==> config.mk <==
export PLATFORM = sky130hd
export DESIGN_NAME = pc_target_pipe
export DESIGN_NICKNAME = d
export VERILOG_FILES = /design/src/rtl/pc_target_pipe_pkg.sv /design/src/rtl/pc_target_stage.sv /design/src/rtl/pc_target_pipe.sv
export SDC_FILE = /design/constraint.sdc
export NUM_CORES = 1
export LEC_CHECK = 0
export ABC_AREA = 1
export BUFFER_PORTS_ARGS = -buffer_cell sky130_fd_sc_hd__buf_2
export CAP_MARGIN = 25
export CORE_MARGIN = 2
export CORE_UTILIZATION = 52
export DETAILED_ROUTE_END_ITERATION = 10
export PLACE_DENSITY = 0.76
export RECOVER_POWER = 25
export SLEW_MARGIN = 20
export SYNTH_ARGS = -nofsm -noshare
export SYNTH_HDL_FRONTEND = slang
export SYNTH_HIERARCHICAL = 1
export SYNTH_SLANG_ARGS = --single-unit
==> constraint.sdc <==
create_clock -name CLK -period 3.8 [get_ports CLK]
set_input_delay 0.38 -clock CLK [delete_from_list [all_inputs] [get_ports CLK]]
set_output_delay 0.38 -clock CLK [all_outputs]
set_load 0.02 [all_outputs]
==> src/rtl/pc_target_pipe_pkg.sv <==
// Shared constants for the pipelined next-PC / branch / JALR target unit.
// Mode encodings and payload layout helpers used by the top and its stage slices.
package pc_target_pipe_pkg;

  localparam int MODE_W = 2;

  localparam logic [MODE_W-1:0] MODE_SEQ   = 2'd0;
  localparam logic [MODE_W-1:0] MODE_PCREL = 2'd1;
  localparam logic [MODE_W-1:0] MODE_JALR  = 2'd2;
  localparam logic [MODE_W-1:0] MODE_RSVD  = 2'd3;

  localparam int DEFAULT_INC = 4;

  // Payload carried through every stage: {tag, illegal, misalign, link, target}.
  function automatic int payload_width(input int width, input int tag_w);
    return 2 * width + 2 + tag_w;
  endfunction

endpackage

==> src/rtl/pc_target_stage.sv <==
// One elastic pipeline slice: a valid bit plus payload register with advance logic.
// Loads when upstream offers data and this slice is empty or draining this cycle.
module pc_target_stage
  import pc_target_pipe_pkg::*;
#(
  parameter int WIDTH = 32,
  parameter int TAG_W = 4,
  parameter int DATA_W = payload_width(WIDTH, TAG_W)
) (
  input  logic              clk,
  input  logic              rst,
  input  logic              i_flush,
  input  logic              i_valid,
  input  logic              i_ready,
  input  logic [DATA_W-1:0] i_data,
  output logic              o_valid,
  output logic [DATA_W-1:0] o_data
);

  logic              r_valid;
  logic [DATA_W-1:0] r_data;
  logic              w_advance;
  logic              w_load;

  assign w_advance = r_valid && i_ready;
  assign w_load    = i_valid && (!r_valid || i_ready);

  // NOTE: sequential state uses non-blocking assignments so every slice samples
  // its neighbour's pre-edge value; blocking here would collapse the pipeline.
  always_ff @(posedge clk or posedge rst) begin
    if (rst) begin
      r_valid <= 1'b0;
    end else if (i_flush) begin
      r_valid <= 1'b0;
    end else if (w_load) begin
      r_valid <= 1'b1;
    end else if (w_advance) begin
      r_valid <= 1'b0;
    end
  end

  // Payload only moves on load, so a stalled slice holds its outputs stable.
  always_ff @(posedge clk or posedge rst) begin
    if (rst) begin
      r_data <= '0;
    end else if (w_load) begin
      r_data <= i_data;
    end
  end

  assign o_valid = r_valid;
  assign o_data  = r_data;

endmodule

==> src/rtl/pc_target_pipe.sv <==
// Elastic pipelined PC target / link adder for EX-stage branch resolution.
// Stage 1 registers the combinational adder result; later stages pass it through.
module pc_target_pipe
  import pc_target_pipe_pkg::*;
#(
  parameter int WIDTH  = 32,
  parameter int STAGES = 2,
  parameter int INC    = DEFAULT_INC,
  parameter int TAG_W  = 4
) (
  input  logic              CLK,
  input  logic              RESET,
  input  logic              FLUSH,
  input  logic              IN_VALID,
  output logic              IN_READY,
  input  logic [MODE_W-1:0] IN_MODE,
  input  logic [WIDTH-1:0]  IN_PC,
  input  logic [WIDTH-1:0]  IN_IMM,
  input  logic [WIDTH-1:0]  IN_BASE,
  input  logic [TAG_W-1:0]  IN_TAG,
  output logic              OUT_VALID,
  input  logic              OUT_READY,
  output logic [WIDTH-1:0]  OUT_TARGET,
  output logic [WIDTH-1:0]  OUT_LINK,
  output logic              OUT_MISALIGN,
  output logic              OUT_ILLEGAL,
  output logic [TAG_W-1:0]  OUT_TAG
);

  localparam int DATA_W = payload_width(WIDTH, TAG_W);

  logic [WIDTH-1:0]  w_link;
  logic [WIDTH-1:0]  w_pc_imm;
  logic [WIDTH-1:0]  w_base_imm;
  logic [WIDTH-1:0]  w_target;
  logic              w_illegal;
  logic              w_misalign;

  logic [STAGES:0]   w_valid;
  logic [STAGES:0]   w_ready;
  logic [DATA_W-1:0] w_data [0:STAGES];

  assign w_link     = IN_PC + WIDTH'(INC);
  assign w_pc_imm   = IN_PC + IN_IMM;
  assign w_base_imm = IN_BASE + IN_IMM;

  always_comb begin
    w_target  = w_link;
    w_illegal = 1'b0;
    case (IN_MODE)
      MODE_SEQ:   w_target = w_link;
      MODE_PCREL: w_target = w_pc_imm;
      MODE_JALR:  w_target = w_base_imm & ~WIDTH'(1);
      default: begin
        w_target  = w_link;
        w_illegal = 1'b1;
      end
    endcase
  end

  assign w_misalign = |w_target[1:0];

  assign w_valid[0] = IN_VALID;
  assign w_data[0]  = {IN_TAG, w_illegal, w_misalign, w_link, w_target};

  // Ready ripples backward in one block: slice k accepts when empty or its successor accepts.
  always_comb begin
    w_ready         = '0;
    w_ready[STAGES] = OUT_READY;
    for (int k = STAGES; k >= 1; k--) begin
      w_ready[k-1] = !w_valid[k] || w_ready[k];
    end
  end

  assign IN_READY = w_ready[0];

  for (genvar g = 1; g <= STAGES; g++) begin : g_stage
    pc_target_stage #(
      .WIDTH (WIDTH),
      .TAG_W (TAG_W)
    ) u_stage (
      .clk     (CLK),
      .rst     (RESET),
      .i_flush (FLUSH),
      .i_valid (w_valid[g-1]),
      .i_ready (w_ready[g]),
      .i_data  (w_data[g-1]),
      .o_valid (w_valid[g]),
      .o_data  (w_data[g])
    );
  end

  assign OUT_VALID    = w_valid[STAGES];
  assign OUT_TARGET   = w_data[STAGES][WIDTH-1:0];
  assign OUT_LINK     = w_data[STAGES][2*WIDTH-1:WIDTH];
  assign OUT_MISALIGN = w_data[STAGES][2*WIDTH];
  assign OUT_ILLEGAL  = w_data[STAGES][2*WIDTH+1];
  assign OUT_TAG      = w_data[STAGES][2*WIDTH+2 +: TAG_W];

endmodule
==> results by group, run 1 <==
Outcome
  • Run status: completed

CTS
  • Cts bufs inserted: 17
  • # H-tree levels: 4
  • Clk Tree Root Cell: clkbuf_16
  • Clock transition at path regs: 0.06 ns
  • CTS tree: built
  • Worst skew pair latency: 0.43 ns
  • Post-CTS resize count: 0
  • Hold_buf cts: 0
  • Longest Clk Path Bufs: 2
  • Post-CTS setup buffer count: 0
  • # clock sinks: 142

Floorplanning
  • Rows: 55
  • Die footprint: 24,200 µm²
  • Initial Util: 52.8%
  • Die W: 155 µm
  • Core area: 22,600 µm²
  • Die height: 155 µm
  • Boundary pin count: 179

Setup path
  • Most used cell, CP: nand2_1
  • CP endpoint kind: register
  • Required @ worst endpoint: 4.11 ns
  • Worst-path cell chain: nand2_1 -> inv_1 -> nand2_4 -> nand2_4 -> nand2_1 -> nand2_1
  • Worst EP arrival: 2.57 ns
  • Buf/Inv on CP: 1
  • Worst Path Max Fanout: 72
  • Setup CP Type: register to register
  • Max incr delay on CP: 0.66 ns
  • Slowest CP cell: nand2_4
  • Setup crit start kind: register
  • Largest delay share family, worst path: simple AND/OR/NAND/NOR gates

Synth
  • Mapped Avg Cell Area: 6.16 µm²
  • Seq/Total Area, Yosys: 29.8%
  • Yosys top cell area share: 29.8%
  • Complex-gate fraction of the synthesized area: 4.46%
  • Count leader, synth: nand2_1
  • Synth area leaders: dfrtp_1 (30%), nand2_1 (27%), nand3_1 (9.9%), inv_1 (8.5%), ha_1 (6.8%)
  • Mapped Cells: 1,936
  • Synth Area in Simple Gates: 44.4%
  • Post-synthesis mux area share: 0%
  • Warnings from Yosys: 6
  • Synth top cells by count: nand2_1 (856), inv_1 (271), nand3_1 (237)
  • Largest family of logic cells by synthesized area: simple AND/OR/NAND/NOR gates
  • Synth Register Bits: 142
  • Share of synthesized registers carrying an async set or reset: 100%
  • Synth cell types: 41
  • Cell taking the most area after synthesis: dfrtp_1
  • Top_reg_cell synth: dfrtp_1
  • Mapped Nets: 2,110
  • Post-synth EDFFs: 0
  • Syn Std Cell Area: 11,900 µm²
  • Area share of fa/ha/maj cells after synthesis: 7.16%
  • Xor-xnor portion of the synthesized cell area: 2.53%

Routing
  • Antenna Nets Post-Route: 0
  • Vias per cell: 5.36
  • DRC: 0
  • Vias: 12,800
  • Final wirelength: 40,200 µm
  • Avg WL per Cell: 16.9 µm
  • Drt first-iter violations: 1,107
  • Pre-antenna DRT Iters: 6

Global route
  • GR Util met3: 3.26%
  • Total Routing Usage GR: 33.3%
  • Initial antenna violation count: 0
  • Grt peak-use layer: met2
  • Congestion Overflow GR: 0
  • Largest net degree at the start of global routing: 74
  • Met1 usage: 45.7%
  • First-pass GRT wire length: 62,700 µm
  • Vias in the first global route: 11,800
  • Met2 Use GR: 55.8%

Place
  • Port bufs: 178
  • Area after DPL: 12,900 µm²
  • Gpl congestion: 1.05
  • Place WS: 1.21 ns
  • HPWL Detailed: 32,100 µm

Cells and area
  • Final core utilization: 59.8%
  • ANT cells: 0
  • # nets final: 2,263
  • Area Overhead vs Synth: 13.2%
  • Fraction of layout cells with a size suffix above 1: 11.8%
  • Design area: 13,500 µm²

Pwr
  • PwrDens: 390 nW/µm²
  • Maximum VDD drop: 264 µV
  • Static Leakage: 8.21 nW

STA
  • RSZ-0062 raised after global routing: no
  • Total negative slack: 0 ns
  • F_max: 441 MHz
  • Slew @ Worst Pin: 1.45 ns
  • Final Skew: 0.0123 ns
  • Final setup fails: 0
  • Fin. Hold Viols: 0
  • Max Slew Vio Count: 0
  • PnR worst setup slack: 1.53 ns
  • Relative slew slack: 3.57%
  • Tcrit/Tclk final: 59.6%
  • Final worst path period need: 2.27 ns

Hold path
  • Worst Hold Class: input port to register

Job
  • Max cap viols: 0
==> power by group <==
part           internal, mW  switching, mW
clock                  1.05          0.657
sequential             1.74          0.154
combinational         0.527           1.13
==> area by class of cell <==
class                           count  area [µm²]
Clock buffer                       20         447
Tap cell                          285         357
Timing Repair Buffer              189         965
Fill cell                        2273        9080
Multi-Input combinational cell   1465        6980
Sequential cell                   142        3550
Clock inverter                     12         159
Inverter                          274        1030
==> cells in the final DEF (no fill, tap or decap), types with 12 or more instances in the layout <==
| cell type | count |
|---|---|
| o21ai_0 | 27 |
| a21oi_1 | 61 |
| dfrtp_1 | 141 |
| inv_1 | 271 |
| nand3_1 | 237 |
| nor2_1 | 104 |
| nand2_1 | 856 |
| clkbuf_16 | 17 |
| buf_2 | 177 |
| xor2_1 | 20 |
| ha_1 | 65 |
| nor3_1 | 12 |
==> state kept, by name, summed over array words and instances (netlist names) <==
signal,cells
g_stage.u_stage/o_valid,2
g_stage.u_stage/o_data,140
==> cells by family (layout without fill, tap and decap cells) <==
| kind of cell | count (synthesis) | count (layout) |
|---|---|---|
| and+or+nand+nor | 1266 | 1266 |
| buffers and inverters | 329 | 495 |
| DFF | 142 | 142 |
| AOI/OAI and AO/OA | 101 | 101 |
| adders and majority gates | 67 | 67 |
| xor gates and xnor gates | 31 | 31 |
==> metrics by stage <==
| step | hold WS [ns] | power (mW) | cells |
|---|---|---|---|
| after global placement | 0.448 | 3.52 | 2354 |
| after global routing | 0.128 | 5.54 | 2387 |
| final | 0.125 | 5.26 | 2387 |
| after CTS | 0.0524 | 5.25 | 2387 |
| after floorplan | 0.443 | 2.98 | 1936 |
| after detailed placement | 0.453 | 3.55 | 2355 |
==> per-layer routing <==
layer / vias up / wire length, µm / share of wire (%)
met5: - / 0 / 0
met2: 534 / 18900 / 47
met3: 89 / 2640 / 6.6
met1: 5864 / 17400 / 43
li1: 6309 / - / -
met4: 0 / 1280 / 3.2
==> worst register-to-register path, stage by stage (launching register included) <==
cell	delay [ns]
dfrtp_1	0.43
nand2_1	0.09
inv_1	0.06
nand2_4	0.57
nand2_4	0.66
nand2_1	0.28
nand2_1	0.07
==> worst paths after layout <==
| kind | start | endpoint | slack, ns | depth (start not counted) |
|---|---|---|---|---|
| max | g_stage[2].u_stage/o_valid | g_stage[1].u_stage/o_data[31] | 1.53 | 6 |
| min reg2reg | g_stage[2].u_stage/o_data[44] | g_stage[2].u_stage/o_data[44] | 0.47 | 2 |
| min | FLUSH | g_stage[2].u_stage/o_valid | 0.13 | 2 |
| max in group asynchronous | RESET | g_stage[2].u_stage/o_data[42] | 1.75 | 3 |
| min in group asynchronous | RESET | g_stage[2].u_stage/o_data[64] | 0.19 | 2 |
| max reg2reg | g_stage[2].u_stage/o_valid | g_stage[1].u_stage/o_data[31] | 1.53 | 6 |
(Power assumes the default switching activity.)
==> run 2, diff against run 1 <==
--- a/config.mk
+++ b/config.mk
@@ -5,13 +5,13 @@
 export SDC_FILE = /design/constraint.sdc
 export NUM_CORES = 1
 export LEC_CHECK = 0
-export ABC_AREA = 1
+export ABC_AREA = 0
 export BUFFER_PORTS_ARGS = -buffer_cell sky130_fd_sc_hd__buf_2
 export CAP_MARGIN = 25
 export CORE_MARGIN = 2
-export CORE_UTILIZATION = 52
+export CORE_UTILIZATION = 51
 export DETAILED_ROUTE_END_ITERATION = 10
-export PLACE_DENSITY = 0.76
+export PLACE_DENSITY = 0.79
 export RECOVER_POWER = 25
 export SLEW_MARGIN = 20
 export SYNTH_ARGS = -nofsm -noshare
==> constraint.sdc (replaced) <==
create_clock -name CLK -period 1.87 [get_ports CLK]
set_input_delay 0.187 -clock CLK [delete_from_list [all_inputs] [get_ports CLK]]
set_output_delay 0.187 -clock CLK [all_outputs]
set_load 0.02 [all_outputs]
==> results by group, run 2 <==
STA
  • Fin. Hold Viols: 0 (unchanged)
  • RSZ-0062 raised after global routing: yes
  • Final worst path period need: 2.54 ns
  • Max Slew Vio Count: 0 (unchanged)
  • Final setup fails: 29 (+29)
  • F_max: 394 MHz
  • Tcrit/Tclk final: 136%
  • Total negative slack: -10.23 ns (-10.23 ns)
  • Final Skew: 0.0104 ns (-0.00192 ns)
  • Relative slew slack: 27.8% (+24 points)
  • Slew @ Worst Pin: 1.08 ns (-0.364 ns)
  • PnR worst setup slack: -0.669 ns (-2.20 ns)

Place
  • Port bufs: 178 (unchanged)
  • Area after DPL: 12,900 µm² (+0.23%)
  • HPWL Detailed: 23,200 µm (-28%)
  • Gpl congestion: 0.925 (-12%)

Synth
  • Mapped Avg Cell Area: 10.3 µm² (+67%)
  • Cell taking the most area after synthesis: dfrtp_1
  • Warnings from Yosys: 6 (unchanged)
  • Synth cell types: 74 (+80%)
  • Synth Register Bits: 142 (unchanged)
  • Top_reg_cell synth: dfrtp_1
  • Post-synth EDFFs: 0 (unchanged)
  • Yosys top cell area share: 36.7% (+6.9 points)
  • Mapped Cells: 940 (-51%)
  • Mapped Nets: 1,114 (-47%)
  • Count leader, synth: dfrtp_1
  • Share of synthesized registers carrying an async set or reset: 100% (unchanged)
  • Seq/Total Area, Yosys: 36.7% (+6.9 points)
  • Syn Std Cell Area: 9680 µm² (-19%)
  • Synth area leaders: dfrtp_1 (37%), mux2_2 (15%), ha_1 (8.4%), xnor2_1 (4.8%), a21oi_1 (3.7%)
  • Synth top cells by count: dfrtp_1 (142), mux2_2 (128), a21oi_1 (72)

Floorplanning
  • Boundary pin count: 179 (unchanged)
  • Die footprint: 20,100 µm² (-17%)
  • Die height: 142 µm (-8.8%)
  • Rows: 50 (-9.1%)
  • Die W: 142 µm (-8.8%)
  • Initial Util: 51.9% (-0.88 points)
  • Core area: 18,600 µm² (-17%)

Global route
  • Largest net degree at the start of global routing: 72 (-2.7%)
  • Total Routing Usage GR: 31.2% (-2.0 points)
  • Congestion Overflow GR: 0 (unchanged)
  • Vias in the first global route: 9,407 (-21%)
  • Initial antenna violation count: 0 (unchanged)
  • First-pass GRT wire length: 49,000 µm (-22%)

Cells and area
  • Most frequent cells in the layout: buf_4 (261), buf_2 (164), dfrtp_1 (142)
  • Fraction of layout cells with a size suffix above 1: 54.1% (+42 points)
  • # fillers: 1,172 (-48%)
  • # nets final: 1,572 (-31%)
  • Commonest non-fill, non-tap cell in the layout: buf_4
  • ANT cells: 0 (unchanged)
  • Area Overhead vs Synth: 51.0%
  • Max reg flops: 140 (unchanged)
  • Design area: 14,600 µm² (+8.4%)

Routing
  • Top layer in use: met4
  • Vias per cell: 5.80 (+8.3%)
  • Avg WL per Cell: 20.1 µm (+19%)
  • DRC: 0 (unchanged)
  • M1 wire length: 13,600 µm (-22%)
  • Final wirelength: 33,100 µm (-18%)
  • Antenna Nets Post-Route: 0 (unchanged)
  • Drt first-iter violations: 708 (-36%)
  • Vias: 9,546 (-25%)
  • Met3 wire length: 1810 µm (-32%)
  • WL met2: 16,600 µm (-13%)
  • Pre-antenna DRT Iters: 5 (-1)

CTS
  • Clk Tree Root Cell: clkbuf_16
  • Longest Clk Path Bufs: 2 (unchanged)
  • Cts bufs inserted: 17 (unchanged)
  • CTS tree: built
  • Clock transition at path regs: 0.06 ns (about the same)
  • # clock sinks: 142 (unchanged)
  • # H-tree levels: 4 (unchanged)
  • Worst skew pair latency: 0.43 ns (about the same)

Setup path
  • Required @ worst endpoint: 2.17 ns (-1.94 ns)
  • Max incr delay on CP: 0.43 ns (-0.23 ns)
  • Worst Path Max Fanout: 4 (-94%)
  • R2R Setup Slk: 0.27 ns (-1.26 ns)
  • Worst-path cell chain: buf_6 -> ha_4 -> a21oi_4 -> a21oi_2 -> o211a_1 -> or4_4 -> a31o_4 -> buf_4 -> a21bo_4 -> xor2_1 -> a22oi_1 -> o21ai_1 -> mux2_2
  • Largest delay share family, worst path: compound AO/OA/AOI/OAI gates
  • Setup crit start kind: input port
  • CP endpoint kind: register
  • Buf/Inv on CP: 2 (+1)
  • Slowest CP cell: or4_4
  • Worst EP arrival: 2.84 ns (+0.27 ns)
  • Setup CP Type: input port to register

Outcome
  • Run status: finished with violations
  • Violated checks: setup timing

Job
  • Max cap viols: 0 (unchanged)

Pwr
  • Static Leakage: 6.98 nW (-15%)
  • Power Internal: 8.00 mW (+140%)
  • Share of total power in combinational logic: 38.2% (+6.7 points)
  • Reg power frac: 33.1% (-2.9 points)
  • Sw frac: 35.1% (-1.8 points)
  • Clock network power share: 28.7% (-3.8 points)
  • PwrDens: 842 nW/µm² (+120%)
  • Switching power: 4.32 mW (+120%)
  • Maximum VDD drop: 678 µV (+160%)
  • Total power: 12.3 mW (+130%)

Hold path
  • Worst Hold Class: input port to register
## run 2: changes by cell type after synthesis, sizes merged, moves of 14 or more
cell and delta:
inv -237, nor2 -43, a21oi +14, xnor2 +45
nand2 -807, a21o +22, buf -30, nand3 -213
a221oi +17, mux2 +140
## run 2: cell type report
type | count | area, µm² | area share [%]
clock buffers | 17 | 425 | 2.91
clock inverters | 15 | 174 | 1.19
inverters | 35 | 144 | 0.984
multi-input cells | 733 | 6710 | 45.9
flip-flops and latches | 142 | 3550 | 24.3
well taps | 234 | 293 | 2.00
repair buffers | 469 | 3320 | 22.7
## run 2: metrics by stage
step	worst slack (ns)	hold WS, ns	cells	utilization (%)
global placement	-1.06	0.345	1580	69.4
floorplan	-0.726	0.253	940	-
CTS	-0.499	0.0258	1626	74.8
finish	-0.669	0.0505	1645	78.5
global route	-0.693	0.0645	1645	78.5
detailed placement	-1.15	0.356	1580	69.4
## run 2: logic make-up (layout without fill, tap and decap cells)
group / count (synthesis) / count (layout) / synth area share (%)
DFF: 142 / 142 / 36.7
adders and majority gates: 67 / 67 / 8.81
buffers and inverters: 65 / 536 / 3.68
xor gates and xnor gates: 81 / 81 / 7.33
muxes: 142 / 142 / 16.5
and+or+nand+nor: 216 / 216 / 10.7
AOI/OAI and AO/OA: 227 / 227 / 16.3
## run 2: timing repair
| action | in CTS | in global routing |
|---|---|---|
| hold endpoints to repair | 148 | 0 |
| endpoints found under the setup margin | 31 | 32 |
| pin swaps | 41 | 68 |
| gates resized for setup | 61 | 109 |
| hold buffers | 6 | 0 |
| buffers inserted | 9 | 23 |
## run 2: metal layers
| layer | GRT usage, % | up-vias |
|---|---|---|
| li1 | - | 4379 |
| met1 | 40.6 | 4669 |
| met2 | 54.3 | 407 |
| met3 | 3.81 | 91 |
| met4 | 10.5 | 0 |
| met5 | 0 | - |
## run 2: path summary, 6_finish.rpt
check | start | to | depth (start not counted)
max in group asynchronous | RESET | g_stage[1].u_stage/o_data[59] | 4
worst min-delay path | IN_VALID | g_stage[1].u_stage/o_valid | 3
worst min register to register | g_stage[2].u_stage/o_data[19] | g_stage[2].u_stage/o_data[19] | 1
min in group asynchronous | RESET | g_stage[1].u_stage/o_data[23] | 4
worst max register to register | g_stage[1].u_stage/o_valid | g_stage[1].u_stage/o_data[21] | 4
worst max-delay path | IN_BASE[2] | g_stage[1].u_stage/o_data[27] | 13
## run 2: worst reg2reg max path, stage by stage, from the launching register on
cell	delay, ns
dfrtp_1	0.45
inv_1	0.11
o21ai_4	0.23
buf_12	0.27
mux2_2	0.42
## run 2: power by group through the flow
stage                     clock network, mW  logic, mW  registers [mW]
final                                  3.54       4.71            4.07
after global routing                   3.69       5.02            4.14
after CTS                              3.57       4.39            4.06
after detailed placement                  0       4.19            4.11
after global placement                    0       4.11            4.07
after floorplan                           0       2.00            4.54
==> run 3, diff against run 2 <==
--- a/config.mk
+++ b/config.mk
@@ -11,7 +11,7 @@
 export CORE_MARGIN = 2
 export CORE_UTILIZATION = 51
 export DETAILED_ROUTE_END_ITERATION = 10
-export PLACE_DENSITY = 0.79
+export PLACE_DENSITY = 0.77
 export RECOVER_POWER = 25
 export SLEW_MARGIN = 20
 export SYNTH_ARGS = -nofsm -noshare
==> results by group, run 3 (synthesized netlist as in run 2, its figures left out) <==
STA
  • F_max: 404 MHz (+2.7%)
  • Fin. Hold Viols: 0 (unchanged)
  • Tcrit/Tclk final: 132% (-3.5 points)
  • Final Skew: 0.0127 ns (+0.00224 ns)
  • Final worst path period need: 2.47 ns (-0.0662 ns)
  • Final setup fails: 27 (-6.9%)
  • Slew @ Worst Pin: 1.05 ns (-0.0279 ns)
  • RSZ-0062 raised after global routing: yes
  • Hold WS: 0.0415 ns (-0.00897 ns)
  • Relative slew slack: 29.7% (+1.9 points)
  • PnR worst setup slack: -0.603 ns (+0.0662 ns)
  • Max Slew Vio Count: 0 (unchanged)

CTS
  • # clock sinks: 142 (unchanged)
  • Clock transition at path regs: 0.06 ns (about the same)
  • # H-tree levels: 4 (unchanged)
  • Worst skew pair latency: 0.43 ns (about the same)
  • Longest Clk Path Bufs: 2 (unchanged)
  • Cts bufs inserted: 17 (unchanged)
  • CTS tree: built
  • Clk Tree Root Cell: clkbuf_16

Hold path
  • Worst Hold Class: input port to register

Cells and area
  • Register Area: 3550 µm² (unchanged)
  • Max reg flops: 140 (unchanged)
  • # fillers: 1,229 (+4.9%)
  • Most frequent cells in the layout: buf_4 (250), buf_2 (165), dfrtp_1 (142)
  • Commonest non-fill, non-tap cell in the layout: buf_4
  • Area Overhead vs Synth: 48.1%
  • Multi-input gate area: 6620 µm² (-1.4%)
  • Design area: 14,300 µm² (-2.0%)
  • # nets final: 1,555 (-1.1%)
  • Fraction of layout cells with a size suffix above 1: 53.3% (-0.85 points)
  • ANT cells: 0 (unchanged)

Outcome
  • Run status: finished with violations
  • Violated checks: setup timing

Place
  • Area after DPL: 12,800 µm² (-0.79%)
  • Port bufs: 178 (unchanged)
  • Gpl congestion: 0.929 (+0.39%)
  • HPWL Detailed: 22,800 µm (-1.5%)

Job
  • Max cap viols: 0 (unchanged)

Floorplanning
  • Core area: 18,600 µm² (unchanged)
  • Die footprint: 20,100 µm² (unchanged)
  • Die W: 142 µm (unchanged)
  • Boundary pin count: 179 (unchanged)
  • Initial Util: 51.9% (unchanged)
  • Rows: 50 (unchanged)
  • Die height: 142 µm (unchanged)

Setup path
  • Worst Path Max Fanout: 3 (-1)
  • Setup crit start kind: input port
  • RR Endpoint: g_stage[1].u_stage/o_data[50]
  • Worst EP arrival: 2.78 ns (-0.06 ns)
  • R2R Setup Slk: 0.17 ns (-0.10 ns)
  • Setup CP Type: input port to register
  • Worst r2r src: g_stage[1].u_stage/o_valid
  • Critical Path Sink: g_stage[1].u_stage/o_data[30]
  • FF-to-FF path depth: 4 (unchanged)
  • CP endpoint kind: register
  • Crit path launch: IN_BASE[1]
  • Required @ worst endpoint: 2.18 ns (about the same)

Routing
  • Final wirelength: 31,900 µm (-3.8%)
  • Drt first-iter violations: 703 (-0.71%)
  • Avg WL per Cell: 19.6 µm (-2.8%)
  • Vias: 9,383 (-1.7%)
  • Vias per cell: 5.76 (-0.68%)
  • Pre-antenna DRT Iters: 7 (+2)
  • DRC: 0 (unchanged)
  • Antenna Nets Post-Route: 0 (unchanged)

Pwr
  • Maximum VDD drop: 694 µV (+2.3%)
  • Total power: 12.0 mW (-2.4%)
  • PwrDens: 839 nW/µm² (-0.44%)
  • Static Leakage: 6.82 nW (-2.3%)

Global route
  • Largest net degree at the start of global routing: 72 (unchanged)
  • Initial antenna violation count: 0 (unchanged)
  • Vias in the first global route: 9,464 (+0.61%)
  • Total Routing Usage GR: 30.9% (-0.30 points)
  • First-pass GRT wire length: 48,900 µm (-0.18%)
  • Congestion Overflow GR: 0 (unchanged)
## run 3: power breakdown
part / internal, mW / switching, mW / leakage [nW]
sequential: 3.71 / 0.344 / 1.70
clock: 1.97 / 1.41 / 0.277
combinational: 2.20 / 2.38 / 4.85
total: 7.89 / 4.14 / 6.82
## run 3: area by class of cell
cell class	instances	area share, %
inverter	35	1.00
timing repair buffer	452	22.0
sequential	142	24.8
multi-input combinational	733	46.2
clock inverter	13	0.995
clock buffer	19	3.02
tap	234	2.04
## run 3: critical path, stage by stage
cell       delay (ns)
buf_4            0.13
inv_2            0.05
fa_2             0.26
nor2b_4          0.06
o31ai_4          0.27
a21oi_2          0.11
o2111ai_2        0.26
a21oi_1          0.10
or4b_4           0.57
a31oi_4          0.15
mux2i_1          0.09
a221o_1          0.27
mux2_4           0.27
## run 3: timing repair
item                                   CTS  global route
hold buffers                             6             0
gates cloned                             0             0
resized for setup                      102            48
setup endpoints to repair               33            32
pin swaps                               55            43
setup buffers                           21            11
endpoints found under the hold margin  148             0
## run 3: worst min-delay path by stage
stage	startpoint	to	cells after the start
after floorplan	FLUSH	g_stage[1].u_stage/o_valid	1
after global placement	RESET	g_stage[2].u_stage/o_data[56]	3
after global routing	IN_PC[1]	g_stage[1].u_stage/o_data[33]	2
after detailed placement	RESET	g_stage[2].u_stage/o_data[23]	3
after CTS	IN_PC[1]	g_stage[1].u_stage/o_data[33]	2
final	IN_PC[1]	g_stage[1].u_stage/o_data[33]	2
## run 3: through the flow
step / instances / util, % / setup slack (ns) / setup TNS, ns
finish: 1628 / 76.9 / -0.603 / -9.27
global route: 1628 / 76.9 / -0.675 / -11.31
CTS: 1626 / 75.8 / -0.503 / -7.97
detailed placement: 1568 / 68.9 / -1.09 / -28.37
global placement: 1568 / 68.9 / -0.966 / -26.01
floorplan: 940 / - / -0.726 / -9.24
## run 3: metal layers
| metal | up-vias | share of wire (%) | global-route usage, % |
|---|---|---|---|
| li1 | 4347 | - | - |
| met1 | 4599 | 43 | 40.4 |
| met2 | 367 | 49 | 53.2 |
| met3 | 70 | 5.5 | 4.12 |
| met4 | 0 | 2.6 | 10.3 |
| met5 | - | 0 | 0 |
